## src/rtl/corescore_act_stretch.sv

```systemverilog
// ---------------------------------------------------------------------------
// corescore_act_stretch
//   One activity LED channel: an optional input synchroniser, polarity
//   normalisation and a retriggerable pulse stretcher. The LED stays lit for
//   STRETCH_CYCLES cycles after the last active sample, so short bursts such
//   as UART characters remain visible.
//
// Parameters
//   STRETCH_CYCLES  cycles o_act stays high after the last active sample (>= 1)
//   ACTIVE_LOW      1: i_act is active when low (e.g. an idle-high UART tx line)
//   SYNC_STAGES     synchroniser flops on i_act; 0 uses the raw input directly
//
// Ports
//   clk    in   fabric clock
//   rst    in   synchronous, active-high reset
//   i_act  in   raw activity input
//   o_act  out  stretched activity, active-high, registered
// ---------------------------------------------------------------------------
module corescore_act_stretch #(
    parameter int STRETCH_CYCLES = 1600000,
    parameter bit ACTIVE_LOW     = 1'b0,
    parameter int SYNC_STAGES    = 2
) (
    input  logic clk,
    input  logic rst,
    input  logic i_act,
    output logic o_act
);

    localparam int             CNT_W = $clog2(STRETCH_CYCLES + 1);
    localparam logic [CNT_W-1:0] LOAD  = CNT_W'(STRETCH_CYCLES);

    logic             sampled;
    logic             act_n;
    logic [CNT_W-1:0] cnt;

    generate
        if (SYNC_STAGES == 0) begin : g_no_sync
            assign sampled = i_act;
        end else begin : g_sync
            logic [SYNC_STAGES-1:0] sync_q;

            // NOTE: the chain resets to the channel's idle level, otherwise an
            // active-low channel would flash its LED on every reset release.
            always_ff @(posedge clk) begin
                if (rst) begin
                    sync_q <= {SYNC_STAGES{ACTIVE_LOW}};
                end else begin
                    sync_q[0] <= i_act;
                    for (int s = 1; s < SYNC_STAGES; s++) begin
                        sync_q[s] <= sync_q[s-1];
                    end
                end
            end

            assign sampled = sync_q[SYNC_STAGES-1];
        end
    endgenerate

    assign act_n = sampled ^ ACTIVE_LOW;

    // The counter holds the remaining lit cycles including the current one,
    // so the LED stays on while more than one remains; a retrigger simply
    // reloads it and o_act never drops in between.
    // NOTE: sequential state uses non-blocking assignments only, so every
    // register samples the pre-edge values regardless of statement order.
    always_ff @(posedge clk) begin
        if (rst) begin
            cnt   <= '0;
            o_act <= 1'b0;
        end else begin
            if (act_n) begin
                cnt <= LOAD;
            end else if (cnt != '0) begin
                cnt <= cnt - CNT_W'(1);
            end
            o_act <= act_n || (cnt > CNT_W'(1));
        end
    end

endmodule

```

## src/rtl/corescore_status_leds.sv

```systemverilog
// ---------------------------------------------------------------------------
// corescore_status_leds
//   Board status LEDs for corescore tops: a heartbeat that blinks fast while
//   a fault is latched, a sticky fault flag, and N_ACT stretched activity LEDs.
//
// Parameters
//   HB_HALF_CYCLES  cycles between heartbeat toggles in normal mode (>= 2)
//   FAULT_DIV       fault-mode toggle interval is HB_HALF_CYCLES/FAULT_DIV
//   N_ACT           number of activity channels (>= 1)
//   STRETCH_CYCLES  cycles an activity LED stays lit after the last sample
//   ACT_ACTIVE_LOW  per-channel: 1 means that i_act bit is active when low
//   SYNC_STAGES     synchroniser flops on i_act and i_fault (0 = none)
//
// Ports
//   clk          in   fabric clock
//   rst          in   synchronous, active-high reset
//   i_act        in   raw activity inputs [N_ACT]
//   i_fault      in   fault request, level
//   i_fault_clr  in   clears the sticky fault flag (clk domain, unsynchronised)
//   o_hb         out  heartbeat LED
//   o_act        out  stretched activity LEDs [N_ACT], active-high
//   o_fault      out  sticky fault flag
// ---------------------------------------------------------------------------
module corescore_status_leds #(
    parameter int               HB_HALF_CYCLES = 16000000,
    parameter int               FAULT_DIV      = 8,
    parameter int               N_ACT          = 2,
    parameter int               STRETCH_CYCLES = 1600000,
    parameter logic [N_ACT-1:0] ACT_ACTIVE_LOW = {N_ACT{1'b0}},
    parameter int               SYNC_STAGES    = 2
) (
    input  logic             clk,
    input  logic             rst,
    input  logic [N_ACT-1:0] i_act,
    input  logic             i_fault,
    input  logic             i_fault_clr,
    output logic             o_hb,
    output logic [N_ACT-1:0] o_act,
    output logic             o_fault
);

    localparam int              HB_W        = $clog2(HB_HALF_CYCLES);
    localparam logic [HB_W-1:0] NORM_LIMIT  = HB_W'(HB_HALF_CYCLES - 1);
    localparam logic [HB_W-1:0] FAULT_LIMIT = HB_W'(HB_HALF_CYCLES / FAULT_DIV - 1);

    // ---------------- activity channels ----------------
    generate
        for (genvar i = 0; i < N_ACT; i++) begin : g_act
            corescore_act_stretch #(
                .STRETCH_CYCLES(STRETCH_CYCLES),
                .ACTIVE_LOW    (ACT_ACTIVE_LOW[i]),
                .SYNC_STAGES   (SYNC_STAGES)
            ) u_stretch (
                .clk  (clk),
                .rst  (rst),
                .i_act(i_act[i]),
                .o_act(o_act[i])
            );
        end
    endgenerate

    // ---------------- fault input synchroniser ----------------
    logic fault_sampled;

    generate
        if (SYNC_STAGES == 0) begin : g_fault_no_sync
            assign fault_sampled = i_fault;
        end else begin : g_fault_sync
            logic [SYNC_STAGES-1:0] sync_q;

            always_ff @(posedge clk) begin
                if (rst) begin
                    sync_q <= '0;
                end else begin
                    sync_q[0] <= i_fault;
                    for (int s = 1; s < SYNC_STAGES; s++) begin
                        sync_q[s] <= sync_q[s-1];
                    end
                end
            end

            assign fault_sampled = sync_q[SYNC_STAGES-1];
        end
    endgenerate

    // ---------------- fault flag and heartbeat ----------------
    logic            fault_next;
    logic [HB_W-1:0] hb_limit;
    logic [HB_W-1:0] hb_cnt;

    // NOTE: every always_comb output gets a default first, so no path can
    // leave it unassigned and infer a latch.
    always_comb begin
        fault_next = o_fault;
        if (fault_sampled) begin
            fault_next = 1'b1;          // set wins over a simultaneous clear
        end else if (i_fault_clr) begin
            fault_next = 1'b0;
        end
        hb_limit = o_fault ? FAULT_LIMIT : NORM_LIMIT;
    end

    // A mode change restarts the count from 0, so the counter can never sit
    // above the shorter fault limit and the new blink rate shows at once.
    always_ff @(posedge clk) begin
        if (rst) begin
            o_fault <= 1'b0;
            o_hb    <= 1'b0;
            hb_cnt  <= '0;
        end else begin
            o_fault <= fault_next;
            if (fault_next != o_fault) begin
                hb_cnt <= '0;
            end else if (hb_cnt == hb_limit) begin
                hb_cnt <= '0;
                o_hb   <= ~o_hb;
            end else begin
                hb_cnt <= hb_cnt + HB_W'(1);
            end
        end
    end

endmodule

```

## config.mk

```make
export PLATFORM = sky130hd
export DESIGN_NAME = corescore_status_leds
export DESIGN_NICKNAME = d
export VERILOG_FILES = /design/src/rtl/corescore_act_stretch.sv /design/src/rtl/corescore_status_leds.sv
export SDC_FILE = /design/constraint.sdc
export NUM_CORES = 1
export LEC_CHECK = 0
export ABC_AREA = 1
export BUFFER_PORTS_ARGS = -buffer_cell sky130_fd_sc_hd__buf_2
export CAP_MARGIN = 20
export CELL_PAD_IN_SITES_DETAIL_PLACEMENT = 0
export CELL_PAD_IN_SITES_GLOBAL_PLACEMENT = 1
export CORE_MARGIN = 2
export CORE_UTILIZATION = 45
export DETAILED_ROUTE_END_ITERATION = 8
export MAX_ROUTING_LAYER = met4
export PLACE_DENSITY = 0.85
export SLEW_MARGIN = 20
export SYNTH_ARGS = -nofsm -noshare
export SYNTH_HDL_FRONTEND = slang
export SYNTH_SLANG_ARGS = --single-unit
```

## constraint.sdc

```tcl
create_clock -name clk -period 2.1 [get_ports clk]
set_input_delay 0.21 -clock clk [delete_from_list [all_inputs] [get_ports clk]]
set_output_delay 0.21 -clock clk [all_outputs]
set_load 0.1 [all_outputs]
```

==> results by group <==
Setup path
  – Slowest stage delay, CP: ~0.40 ns
  – Slowest-stage cell, CP: dfxtp_1
  – Startpoint types: flop
  – Reg2Reg Depth: 8
  – Arr. time, crit path: 1.97 ns
  – Worst setup EP type: flop
  – Reg-to-reg endpoint: hb_cnt[7]$_SDFF_PP0_
  – Critical path peak fanout: 24
  – CP Class: reg2reg
  – Crit path cell chain: ha_1, nand3_2, nor2_4, inv_2, nor2_2, nand2_2, nand3_4, a21oi_1
  – WP data required: 2.32 ns
  – RR Startpoint: hb_cnt[0]$_SDFF_PP0_
  – Reg2reg setup slack: 0.35 ns

Clocking
  – Clock slew at reported path FFs: 0.08 ns
  – Hold buffers post-CTS: 0
  – Htree depth: 3
  – Worst skew pair latency: 0.34 ns
  – CTS Buffer Depth: 2
  – Post-CTS Setup Bufs: 0
  – Clk root buf: clkbuf_8
  – CTS Buf Count: 9
  – Post-CTS Resized: 0
  – CTS tree: done
  – Clock sink count: 76

Power
  – Static Leak: 1.89 nW
  – Max IR drop VDD: about 0.00081 V
  – P per Cell Area: 1540 nW/um^2
  – Total Power: slightly below 7 mW

Timing
  – Fin Hold WS: 0.0774 ns
  – Setup WS post-layout: 0.349 ns
  – Worst slew pin tran: 0.495 ns
  – Final hold vios: 0
  – Clock Skew: 0.0106 ns
  – Slew margin rel.: 0.667
  – Unrepaired setup endpoints after global routing: false
  – # setup viols final: 0
  – Final worst-path cycle share: 0.834
  – Final Max Tran Viols: 0
  – Setup TNS: 0 ns
  – Min Tclk post-route: 1.75 ns
  – Peak Freq: between 500 and 600 MHz

Drt
  – Vias: 3654
  – Routed WL per cell: 12.6 um
  – Vias/cell: 5.02
  – DRC marker count from the first detailed-route iteration: ~140
  – Antenna viol nets, final: 0
  – Pre-antenna DRT Iters: 4
  – Final WL: ~9200 um
  – DRC: 0

Yosys
  – Mapped Area: 4080 sq um
  – Synth Net Count: 617
  – Synth Area per Inst: 6.76 sq um
  – Netlist cell types: 33
  – Syn Inst Count: 604
  – Yosys reg bits: 76
  – Seq/Total Area, Yosys: 0.373
  – Yosys warns: 0

Die
  – Die Footprint: 9850 sq um
  – Area of the core: 8760 sq um
  – Ports: 10
  – Rows: 34
  – Starting Density: 0.466
  – Die width: 99.2 um
  – DIE HEIGHT: 99.2 um

Global route
  – Remaining global-route overflow: 0
  – Largest net degree at the start of global routing: 25
  – First-pass GRT wire length: roughly 16000 um
  – Initial antenna violation count: 0
  – GR Util All Layers: 0.208
  – Number of global-route vias before repair: 3660

Layout
  – Commonest non-fill, non-tap cell in the layout: nand2_1
  – Post-route insts no fill: 728
  – Final Cell Area: ~4400 sq um
  – Ant. Diodes: 0
  – Layout cell share with drive strength beyond 1: 0.0839
  – Area Growth Syn to Fin: 8.37%
  – Nets: ~630
  – Final Util: 0.505
  – Most frequent cells in the layout: nand2_1 (146), nor2_1 (138), dfxtp_1 (76)

Min path
  – Hold Crit Start: i_act[1]
  – WHS Endpoint: g_act[1].u_stretch.g_sync.sync_q[0]$_SDFF_PP0_
  – WHS Path Cells: 3
  – Min-delay worst type: in2reg

Placed design
  – DP Worst Slack: approximately 0.34 ns
  – Final Wtd Congestion: 0.926
  – Detailed Place HPWL: ~6800 um
  – Placed Area: between 4000 and 5000 sq um
  – Post-Place Cells: 713
  – PortBufs: 9

Run status
  – Outcome: complete, no violations

Job
  – Maxcap violations: 0
==> state kept, by name, indices dropped and copies added, names as in the netlist <==
name,cells
g_act.u_stretch.g_sync.sync_q,4
g_act.u_stretch.cnt,42
hb_cnt,24
g_act.u_stretch.o_act,2
g_fault_sync.sync_q,2
o_hb,1
o_fault,1
==> power breakdown <==
group / switching, mW / internal [mW]
clock network: 0.536 / 0.726
registers: 0.364 / 1.82
logic: 2.21 / 1.18
==> worst max-delay path: cells and delay by family, from the launching register on <==
family / cells / cell delay (ns)
AOI/OAI and AO/OA: 1 / 0.08
adders and majority gates: 1 / 0.26
DFF: 1 / 0.40
and+or+nand+nor: 5 / 0.83
buffers and inverters: 1 / 0.06
==> cell families after synthesis <==
group	synth area share
AO/OA/AOI/OAI	0.0751
XOR/XNOR	0.0665
flip-flops	0.373
AND/OR/NAND/NOR	0.393
adder cells (fa/ha/maj)	0.0215
buffers and inverters	0.0714
==> worst max path at each step <==
stage                                      startpoint  cells past startpoint                                      end  slack, ns
6_report                         hb_cnt[0]$_SDFF_PP0_                      8                     hb_cnt[7]$_SDFF_PP0_       0.35
5_1_grt                          hb_cnt[0]$_SDFF_PP0_                      8                     hb_cnt[4]$_SDFF_PP0_       0.16
4_1_cts                          hb_cnt[0]$_SDFF_PP0_                      8                     hb_cnt[4]$_SDFF_PP0_       0.32
3_5_place_dp                     hb_cnt[0]$_SDFF_PP0_                      8                     hb_cnt[4]$_SDFF_PP0_       0.34
3_3_place_gp   g_act[1].u_stretch.cnt[0]$_SDFFE_PP0P_                      7  g_act[1].u_stretch.cnt[14]$_SDFFE_PP0P_       0.39
2_1_floorplan                      o_fault$_SDFF_PP0_                      4                    hb_cnt[12]$_SDFF_PP0_       0.18
==> final cells by class <==
type | count | area [sq um]
Tap cell | 108 | 135
Clock inverter | 4 | 72.6
Inverter | 57 | 214
Clock buffer | 11 | 151
Multi-Input combinational cell | 461 | 2270
Timing Repair Buffer | 11 | 60.1
Sequential cell | 76 | 1520
Fill cell | 911 | 4340
==> Yosys cell counts <==
cell	number	area, sq um
nand3_4	1	17.5
xor2_1	17	149
and3_1	3	18.8
nand3_2	4	40.0
nand4_1	15	93.8
a211oi_1	1	7.51
dfxtp_1	76	1520
nand3b_1	5	37.5
or3_1	1	6.26
xnor2_1	14	123
nor2_2	6	37.5
a21oi_2	8	70.1
ha_1	7	87.6
nand3_1	44	220
nor3_2	1	10.0
buf_4	2	15.0
nor3_1	4	20.0
a21oi_1	26	130
a21o_1	6	45.0
nor2_1	138	518
buf_12	1	20.0
inv_2	2	7.51
buf_2	1	5.00
o21ai_0	8	40.0
or2_2	1	6.26
inv_1	55	206
nor2_4	2	22.5
nand2_2	1	6.26
nand2_1	146	548
a31oi_1	1	6.26
o21a_1	1	7.51
clkbuf_1	4	15.0
buf_6	2	22.5
==> layer usage <==
metal  vias up  wire [um]  global-route usage
met5         -          0                   -
met4         0         59              0.0801
met3         4        307              0.0351
met2        48       4430               0.334
met1      1657       4390               0.264
li1       1945          -                   -
Note: power is estimated with default switching activity, not from simulation.
